<file path="config.mk">
export PLATFORM = sky130hd
export DESIGN_NAME = pps_incr_ctrl
export DESIGN_NICKNAME = d
export VERILOG_FILES = /design/src/rtl/pps_incr_ctrl_pkg.sv /design/src/rtl/pps_edge_sync.sv /design/src/rtl/pps_incr_ctrl.sv
export SDC_FILE = /design/constraint.sdc
export NUM_CORES = 1
export LEC_CHECK = 0
export ABC_CLOCK_PERIOD_IN_PS = 3240
export BUFFER_PORTS_ARGS = -buffer_cell sky130_fd_sc_hd__buf_2
export CAP_MARGIN = 20
export CORE_MARGIN = 4
export CORE_UTILIZATION = 55
export CTS_CLUSTER_DIAMETER = 150
export CTS_CLUSTER_SIZE = 30
export DETAILED_ROUTE_END_ITERATION = 16
export MAX_ROUTING_LAYER = met4
export PLACE_DENSITY = 0.81
export SYNTH_ARGS = -nofsm -noshare
export SYNTH_HDL_FRONTEND = slang
export SYNTH_SLANG_ARGS = --single-unit
export TNS_END_PERCENT = 1
</file>
<file path="constraint.sdc">
create_clock -name clk_pps -period 3.24 [get_ports clk_pps]
set_clock_uncertainty 0.15 [all_clocks]
set_input_delay 0.486 -clock clk_pps [delete_from_list [all_inputs] [get_ports clk_pps]]
set_output_delay 0.486 -clock clk_pps [all_outputs]
set_load 0.05 [all_outputs]
</file>
<file path="src/rtl/pps_incr_ctrl_pkg.sv">
// pps_incr_ctrl_pkg: shared state encodings, addend select codes and timing defaults
package pps_incr_ctrl_pkg;
  typedef enum logic [1:0] {ACQUIRE, MEASURE, EVAL, LOST} state_t;
  localparam logic [1:0] SEL_NOMINAL = 2'd0;
  localparam logic [1:0] SEL_1_00000 = 2'd1;
  localparam logic [1:0] SEL_1_00001 = 2'd2;
  localparam logic [1:0] SEL_1_00002 = 2'd3;
  localparam int CLK_HZ_DEF = 60000000;
  localparam int TOL_DEF = 30;
endpackage

</file>
<file path="src/rtl/pps_edge_sync.sv">
// pps_edge_sync: two-flop synchroniser plus edge register giving a one-cycle rising-edge pulse
module pps_edge_sync (
  input  logic clk_pps,
  input  logic reset_pps_n,
  input  logic pps_in,
  output logic pps_rise
);
  logic [2:0] sr;
  always_ff @(posedge clk_pps or negedge reset_pps_n)
    if (!reset_pps_n) begin
      sr <= '0;
      pps_rise <= 1'b0;
    end else begin
      sr <= {sr[1:0], pps_in};
      pps_rise <= sr[1] & ~sr[2];
    end
endmodule

</file>
<file path="src/rtl/pps_incr_ctrl.sv">
// pps_incr_ctrl: measures PPS windows and steps a_incr_sel toward the code that cancels oscillator error
module pps_incr_ctrl
  import pps_incr_ctrl_pkg::*;
#(
  parameter int CLK_HZ   = CLK_HZ_DEF,
  parameter int WIN_SECS = 4,
  parameter int TOL      = TOL_DEF,
  parameter int MIN_CNT  = CLK_HZ * 7 / 8,
  parameter int TIMEOUT  = CLK_HZ * 9 / 8,
  parameter int CNT_W    = 32,
  localparam int SUM_W   = CNT_W + 4
) (
  input  logic                    clk_pps,
  input  logic                    reset_pps_n,
  input  logic                    pps_in,
  input  logic                    button2_pulse,
  output logic [1:0]              a_incr_sel,
  output logic                    sel_update,
  output logic                    locked,
  output logic                    pps_missing,
  output logic                    manual,
  output logic signed [SUM_W-1:0] period_err
);
  localparam logic [SUM_W-1:0] WIN_CLKS = SUM_W'(WIN_SECS * CLK_HZ);
  localparam logic signed [SUM_W-1:0] DB = SUM_W'(WIN_SECS * TOL);
  localparam logic [CNT_W-1:0] MIN_C = CNT_W'(MIN_CNT);
  localparam logic [CNT_W-1:0] TMO = CNT_W'(TIMEOUT);
  localparam logic [4:0] WIN_LAST = 5'(WIN_SECS - 1);
  logic pps_rise;
  state_t state;
  logic [CNT_W-1:0] cnt;
  logic [SUM_W-1:0] sum;
  logic [4:0] win_cnt;
  logic signed [SUM_W-1:0] err;
  logic [1:0] step_sel, sel_n;
  pps_edge_sync u_sync (
    .clk_pps     (clk_pps),
    .reset_pps_n (reset_pps_n),
    .pps_in      (pps_in),
    .pps_rise    (pps_rise)
  );
  assign err = $signed(sum - WIN_CLKS);
  // positive error means the oscillator runs fast, so step the addend down
  assign step_sel = (err < -DB && a_incr_sel != SEL_1_00002) ? a_incr_sel + 2'd1 :
                    (err > DB && a_incr_sel != SEL_NOMINAL) ? a_incr_sel - 2'd1 : a_incr_sel;
  assign sel_n = button2_pulse ? a_incr_sel + 2'd1 :
                 (state == EVAL && !manual) ? step_sel : a_incr_sel;
  always_ff @(posedge clk_pps or negedge reset_pps_n)
    if (!reset_pps_n) begin
      state <= ACQUIRE;
      cnt <= '0;
      sum <= '0;
      win_cnt <= '0;
      a_incr_sel <= SEL_NOMINAL;
      sel_update <= 1'b0;
      locked <= 1'b0;
      pps_missing <= 1'b0;
      manual <= 1'b0;
      period_err <= '0;
    end else begin
      cnt <= pps_rise ? CNT_W'(1) : (cnt == TMO) ? cnt : cnt + CNT_W'(1);
      a_incr_sel <= sel_n;
      sel_update <= sel_n != a_incr_sel;
      if (button2_pulse) manual <= 1'b1;
      case (state)
        ACQUIRE, LOST:
          if (pps_rise) begin
            state <= MEASURE;
            sum <= '0;
            win_cnt <= '0;
            pps_missing <= 1'b0;
          end else if (cnt == TMO) begin
            state <= LOST;
            pps_missing <= 1'b1;
            locked <= 1'b0;
          end
        MEASURE:
          if (pps_rise && cnt >= MIN_C) begin
            sum <= sum + SUM_W'(cnt);
            win_cnt <= win_cnt + 5'd1;
            if (win_cnt == WIN_LAST) state <= EVAL;
          end else if (pps_rise) begin
            sum <= '0;
            win_cnt <= '0;
          end else if (cnt == TMO) begin
            state <= LOST;
            pps_missing <= 1'b1;
            locked <= 1'b0;
          end
        default: begin
          period_err <= err;
          locked <= err >= -DB && err <= DB;
          sum <= '0;
          win_cnt <= '0;
          state <= MEASURE;
        end
      endcase
    end
endmodule
</file>
======== Word-level counts from Yosys, hierarchy flattened ========
Cells that the tools add are included.
storage, ports and cells
  output and inout port bits .............. 42
  logic and storage cells ................. 77
  flip-flop bits (word level) ............. 121
cells by class
  multiplexer cells ....................... 27
  bitwise logic cells ..................... 2
  equal/unequal tests ..................... 12
  order comparisons ....................... 5
  add/subtract/negate cells ............... 6
  reductions and logical operators ........ 13
operators by type and width
  operator                  number
  $mux W36                  2
  $pmux W36 S2              1
  $mux W32                  2
  $add A36 B32 Y36          1
  $ge A36 B8 Y1 const B     1
  $gt A36 B8 Y1 const B     1
  $le A36 B8 Y1 const B     1
  $lt A36 B8 Y1 const B     1
  $sub A36 B28 Y36 const B  1
  $add A32 B1 Y32 const B   1
  $eq A32 B27 Y1 const B    1
  $ge A32 B26 Y1 const B    1
  $mux W2                   9
  $mux W5                   2
  $pmux W5 S2               1
  $mux W1                   7
  $ne A2 B2 Y1 const B      3
  $ne A3 B3 Y1 const B      2
  $add A5 B1 Y5 const B     1
  $eq A5 B2 Y1 const B      1
  $logic_and A1 B1 Y1       5
  $eq A2 B2 Y1 const B      2
  $pmux W1 S2               2
  $pmux W2 S2               1
  other kinds (14)          15

======== Longest topological paths before layout ========
  depth in word-level cells ............... 8
  depth in mapped cells ................... 11

======== By module ========
Synthesis repeated with hierarchy kept, for this count alone.
second synthesis, totals
  cell total of the unflattened synthesis .. 936
  area total of the unflattened synthesis .. 8305.5 um^2
by module, submodules not included
  module         area an instance (um^2)  sequential area each (um^2)  instances  cells an instance
  pps_incr_ctrl  8191.6                   2927.8                       1          931
  pps_edge_sync  113.9                    100.1                        1          5

======== Least setup slack after synthesis ========
No wires, ideal clock.
  kind .................................... register to register
  start ................................... register sum[10]
  end ..................................... register a_incr_sel[1]
  buffers on the path ..................... 0
  arrival ................................. 2.915 ns
  stages on the path, launching flop included .. 11
  setup time .............................. 0.126 ns
  setup slack ............................. 0.049 ns
  cell sequence ........................... dfrtp_1 -> ha_1 -> a2111o_1 -> xor2_1 -> nor4_2 -> nand3_1 -> or4b_1 -> nor4b_2 -> a211o_2 -> a21oi_1 -> o32a_1
on the way
  word-level cells in the longest chain between the ends .. 7
  elaborated cells on any way between the ends .. 9
  classes of those cells .................. add/sub: 1; order compare: 2; mux: 4; reduce/logical: 2
ends and longest elaborated chain
  item                    RTL line             source
  start, declared         pps_incr_ctrl.sv:32  logic [SUM_W-1:0] sum;
  start signal, assigned  pps_incr_ctrl.sv:79  sum <= sum + SUM_W'(cnt);
  $sub A36 B28 Y36 (*)    pps_incr_ctrl.sv:42  assign err = $signed(sum - WIN_CLKS);
  $gt A36 B8 Y1           pps_incr_ctrl.sv:45  (err > DB && a_incr_sel != SEL_NOMINAL) ? a_incr_sel - 2'd1 : a_incr_sel;
  $logic_and A1 B1 Y1     pps_incr_ctrl.sv:45
  $mux W2                 pps_incr_ctrl.sv:45
  $mux W2 (*)             pps_incr_ctrl.sv:44  assign step_sel = (err < -DB && a_incr_sel != SEL_1_00002) ? a_incr_sel + 2'd1 :
  $mux W2 (*)             pps_incr_ctrl.sv:47  (state == EVAL && !manual) ? step_sel : a_incr_sel;
  $mux W2 (*)             pps_incr_ctrl.sv:46  assign sel_n = button2_pulse ? a_incr_sel + 2'd1 :
  named net sel_n[1]      pps_incr_ctrl.sv:35  logic [1:0] step_sel, sel_n;
  end signal, assigned    pps_incr_ctrl.sv:62  a_incr_sel <= sel_n;
  end, declared           pps_incr_ctrl.sv:17  output logic [1:0] a_incr_sel,
The timed path passes the listed nets; every way through them passes the cells marked *.
A chain may end at the register's enable or synchronous reset.

======== Worst setup path in the final report ========
Same ends and word-level chain as after synthesis.

==> results.md <==
- PwrDens: 436 nW/µm²
- First-pass GRT wire length: 33000 µm
- Top-count cell post-synth: dfrtp_1
- #FFs+latches synth: 121
- DRT Wirelength: 19900 µm
- Vias in the first global route: 6621
- Status: finished clean
- Initial Util: 56.0%
- Iteration-0 DRC Markers: 523
- DR pass1 iterations: 5
- Routability Congestion: 0.953
- Library cells used by synthesis: 76
- Async SR Flop Fraction: 100%
- Final hold violation count: 0
- Startpoint type of the worst setup path: register
- DIE HEIGHT: 127 µm
- Fmax: 309 MHz
- Period Utilization, post-route: 99.9%
- TritonCTS Buffers: 17
- # setup viols final: 0
- Dpl hpwl: 14100 µm
- R2R Setup Slk: 0.002 ns
- Pins over their slew limit: 0
- Fillers: 1080
- IO Port Bufs: 45
- Die area: 16000 µm²
- Rel. slew slack: 26.7%
- Synth area leader: dfrtp_1
- DP Worst Slack: -0.0283 ns
- Initial antenna violation count: 0
- Syn nets: 886
- Clk Latency, worst-skew pair: 0.43 ns
- MaxCap Viol Count: 0
- Synth top area share: 39.1%
- Remaining DRCs: 0
- Ys flop type: dfrtp_1
- FP Rows: 43
- RR Startpoint: sum[10]$_DFF_PN0_
- WS Path Type: register to register
- Gate Count Post-Synth: 839
- Final WS setup: 0.00173 ns
- Final nets: 961
- CP max FO: 4
- Longest Clk Path Bufs: 2
- Synth top area cells: dfrtp_1 (39%), ha_1 (6.8%), xnor2_1 (4.4%)
- CTS tree: done
- Critical Path RT: 3.40 ns
- Largest net degree at the start of global routing: 85
- RSZ-0062 raised after global routing: yes
- Placeable Area: 13800 µm²
- Crit. Startpoint: sum[10]$_DFF_PN0_
- Worst reg2reg path depth: 11
- Critical path data arrival time: 3.40 ns
- Worst setup EP type: register
- Total Routing Usage GR: 26.3%
- Hold WS: 0.0358 ns
- FF-to-FF End: a_incr_sel[1]$_DFF_PN0_
- Critical Path End: a_incr_sel[1]$_DFF_PN0_
- Diode count: 0
- Total congestion overflow: 0
- Peak VDD IR: 0.555 mV
- Via Count: 6807
- Post-synth top cells: dfrtp_1 (121), nor2_1 (89), a21oi_1 (65)
- Layout area overhead: 17.0%
- H-tree depth: 4
- Seq/Total Area, Yosys: 39.1%
- Slew @ Worst Pin: 1.10 ns
- # IOs: 46
- Post-Syn Area: 7740 µm²
- Via density: 6.15
- Clock transition at path regs: 0.07 ns
- Post-DRT Antenna Nets: 0
- Syn avg cell area: 9.23 µm²
- Ys Warns: 0
- Clock root buffer master: clkbuf_16
- Leakage: 4.50 nW
- Min-Delay Path Class: primary input to asynchronous set/reset pin
- Wirelength per Cell: 18.0 µm
- Min Tclk post-route: 3.24 ns
- Share of cells above drive strength 1: 18.8%
- EDFF count, synth: 0
- Die width: 127 µm
- Clock sink count: 121
-- where the power goes --
group | switching (mW) | total (mW) | internal, mW | leakage, nW
logic | 0.335 | 0.507 | 0.172 | 2.57
registers | 0.0511 | 1.61 | 1.55 | 1.66
clock network | 0.816 | 1.84 | 1.02 | 0.277
total | 1.20 | 3.95 | 2.75 | 4.50
-- registers in the layout, indices dropped and copies added (netlist names) --
signal,flops
a_incr_sel,2
cnt,32
locked,1
manual,1
period_err,36
pps_missing,1
sel_update,1
state,2
sum,36
u_sync.pps_rise,1
u_sync.sr,3
win_cnt,5
-- cells by family after synthesis --
kind of cell	count (synthesis)	synth area share [%]
AND/OR/NAND/NOR	287	18.8
AO/OA/AOI/OAI	228	19.9
flip-flops	121	39.1
XOR/XNOR	77	8.71
buffers and inverters	60	3.15
adder cells (fa/ha/maj)	43	7.05
multiplexers	23	3.30
-- per-layer routing --
layer | track usage [%] | up-vias | wire length (µm) | part of all wire, %
met5 | - | - | 0 | 0
met4 | 9.09 | 0 | 618 | 3.1
met3 | 6.19 | 54 | 1120 | 5.6
met2 | 42.5 | 208 | 9900 | 50
met1 | 32.4 | 3305 | 8250 | 41
li1 | - | 3240 | - | -
-- critical path, cell delays in order, from the launching register on --
cell and delay, ns:
dfrtp_1 0.40, ha_2 0.20, buf_4 0.14, xnor2_1 0.12, or3_1 0.32, nor4_2 0.32, nand3_1 0.12, or4b_4 0.51
nor4b_4 0.28, a211o_2 0.20, a21oi_1 0.07, o32a_1 0.28
-- placed cells by master (no fill, tap or decap), types with 6 or more instances in the layout --
cell type  count
inv_1         24
nor3_1        20
a21oi_1       61
mux2_2        20
dfrtp_1      120
a22oi_1       22
clkbuf_16     17
and3_1        12
ha_1          40
o21ai_0       30
xnor2_1       38
xor2_1        38
nor2_1        89
buf_4         45
nand2_1       54
nand3_1       28
nor4_1         9
a21o_1        20
o21a_1         6
and2_1         8
nor2b_1        7
buf_2         44
nand4_1       11
inv_6          7
a22o_1        10
or3_1         13
o211ai_1       7
a31oi_1        8
-- worst min path at each step --
stage                                          to  slack [ns]  cells past startpoint
after global placement     u_sync.sr[1]$_DFF_PN0_        0.19                      0
after CTS                     cnt[21]$_DFFE_PN0P_        0.07                      1
final                         cnt[21]$_DFFE_PN0P_        0.04                      1
after floorplan           a_incr_sel[0]$_DFF_PN0_        0.04                      0
after detailed placement   u_sync.sr[1]$_DFF_PN0_        0.19                      0
after global routing           manual$_DFFE_PN0P_        0.11                      2
-- layout make-up --
class                      instances  area, µm²  area share (%)
clock buffer                      17        425            4.70
multi-input combinational        658       4530            50.0
timing repair buffer              92        608            6.71
clock inverter                    15        146            1.62
tap                              180        225            2.49
sequential                       121       3030            33.4
inverter                          24       90.1           0.995
-- stage by stage --
| step | std cells | util (%) | instance area [µm²] | total power, mW | TNS, ns |
|---|---|---|---|---|---|
| 5_1_grt | 1107 | 65.5 | 9060 | 4.10 | -0.251 |
| 3_5_place_dp | 1071 | 60.7 | 8390 | 2.12 | -0.0348 |
| 4_1_cts | 1104 | 64.9 | 8980 | 3.97 | 0 |
| 3_3_place_gp | 1071 | 60.7 | 8390 | 2.10 | 0 |
| 6_report | 1107 | 65.5 | 9060 | 3.95 | 0 |
| 2_1_floorplan | 839 | - | 7740 | 1.94 | 0 |
-- timing repair --
action                     in CTS  in global routing
gates resized for setup         1                 12
setup endpoints to repair       2                  6
hold endpoints to repair        1                  0
buffers inserted                0                  3
pin swaps                       2                  3
hold buffers                    1                  0
Power figures use the tool's default switching activity.
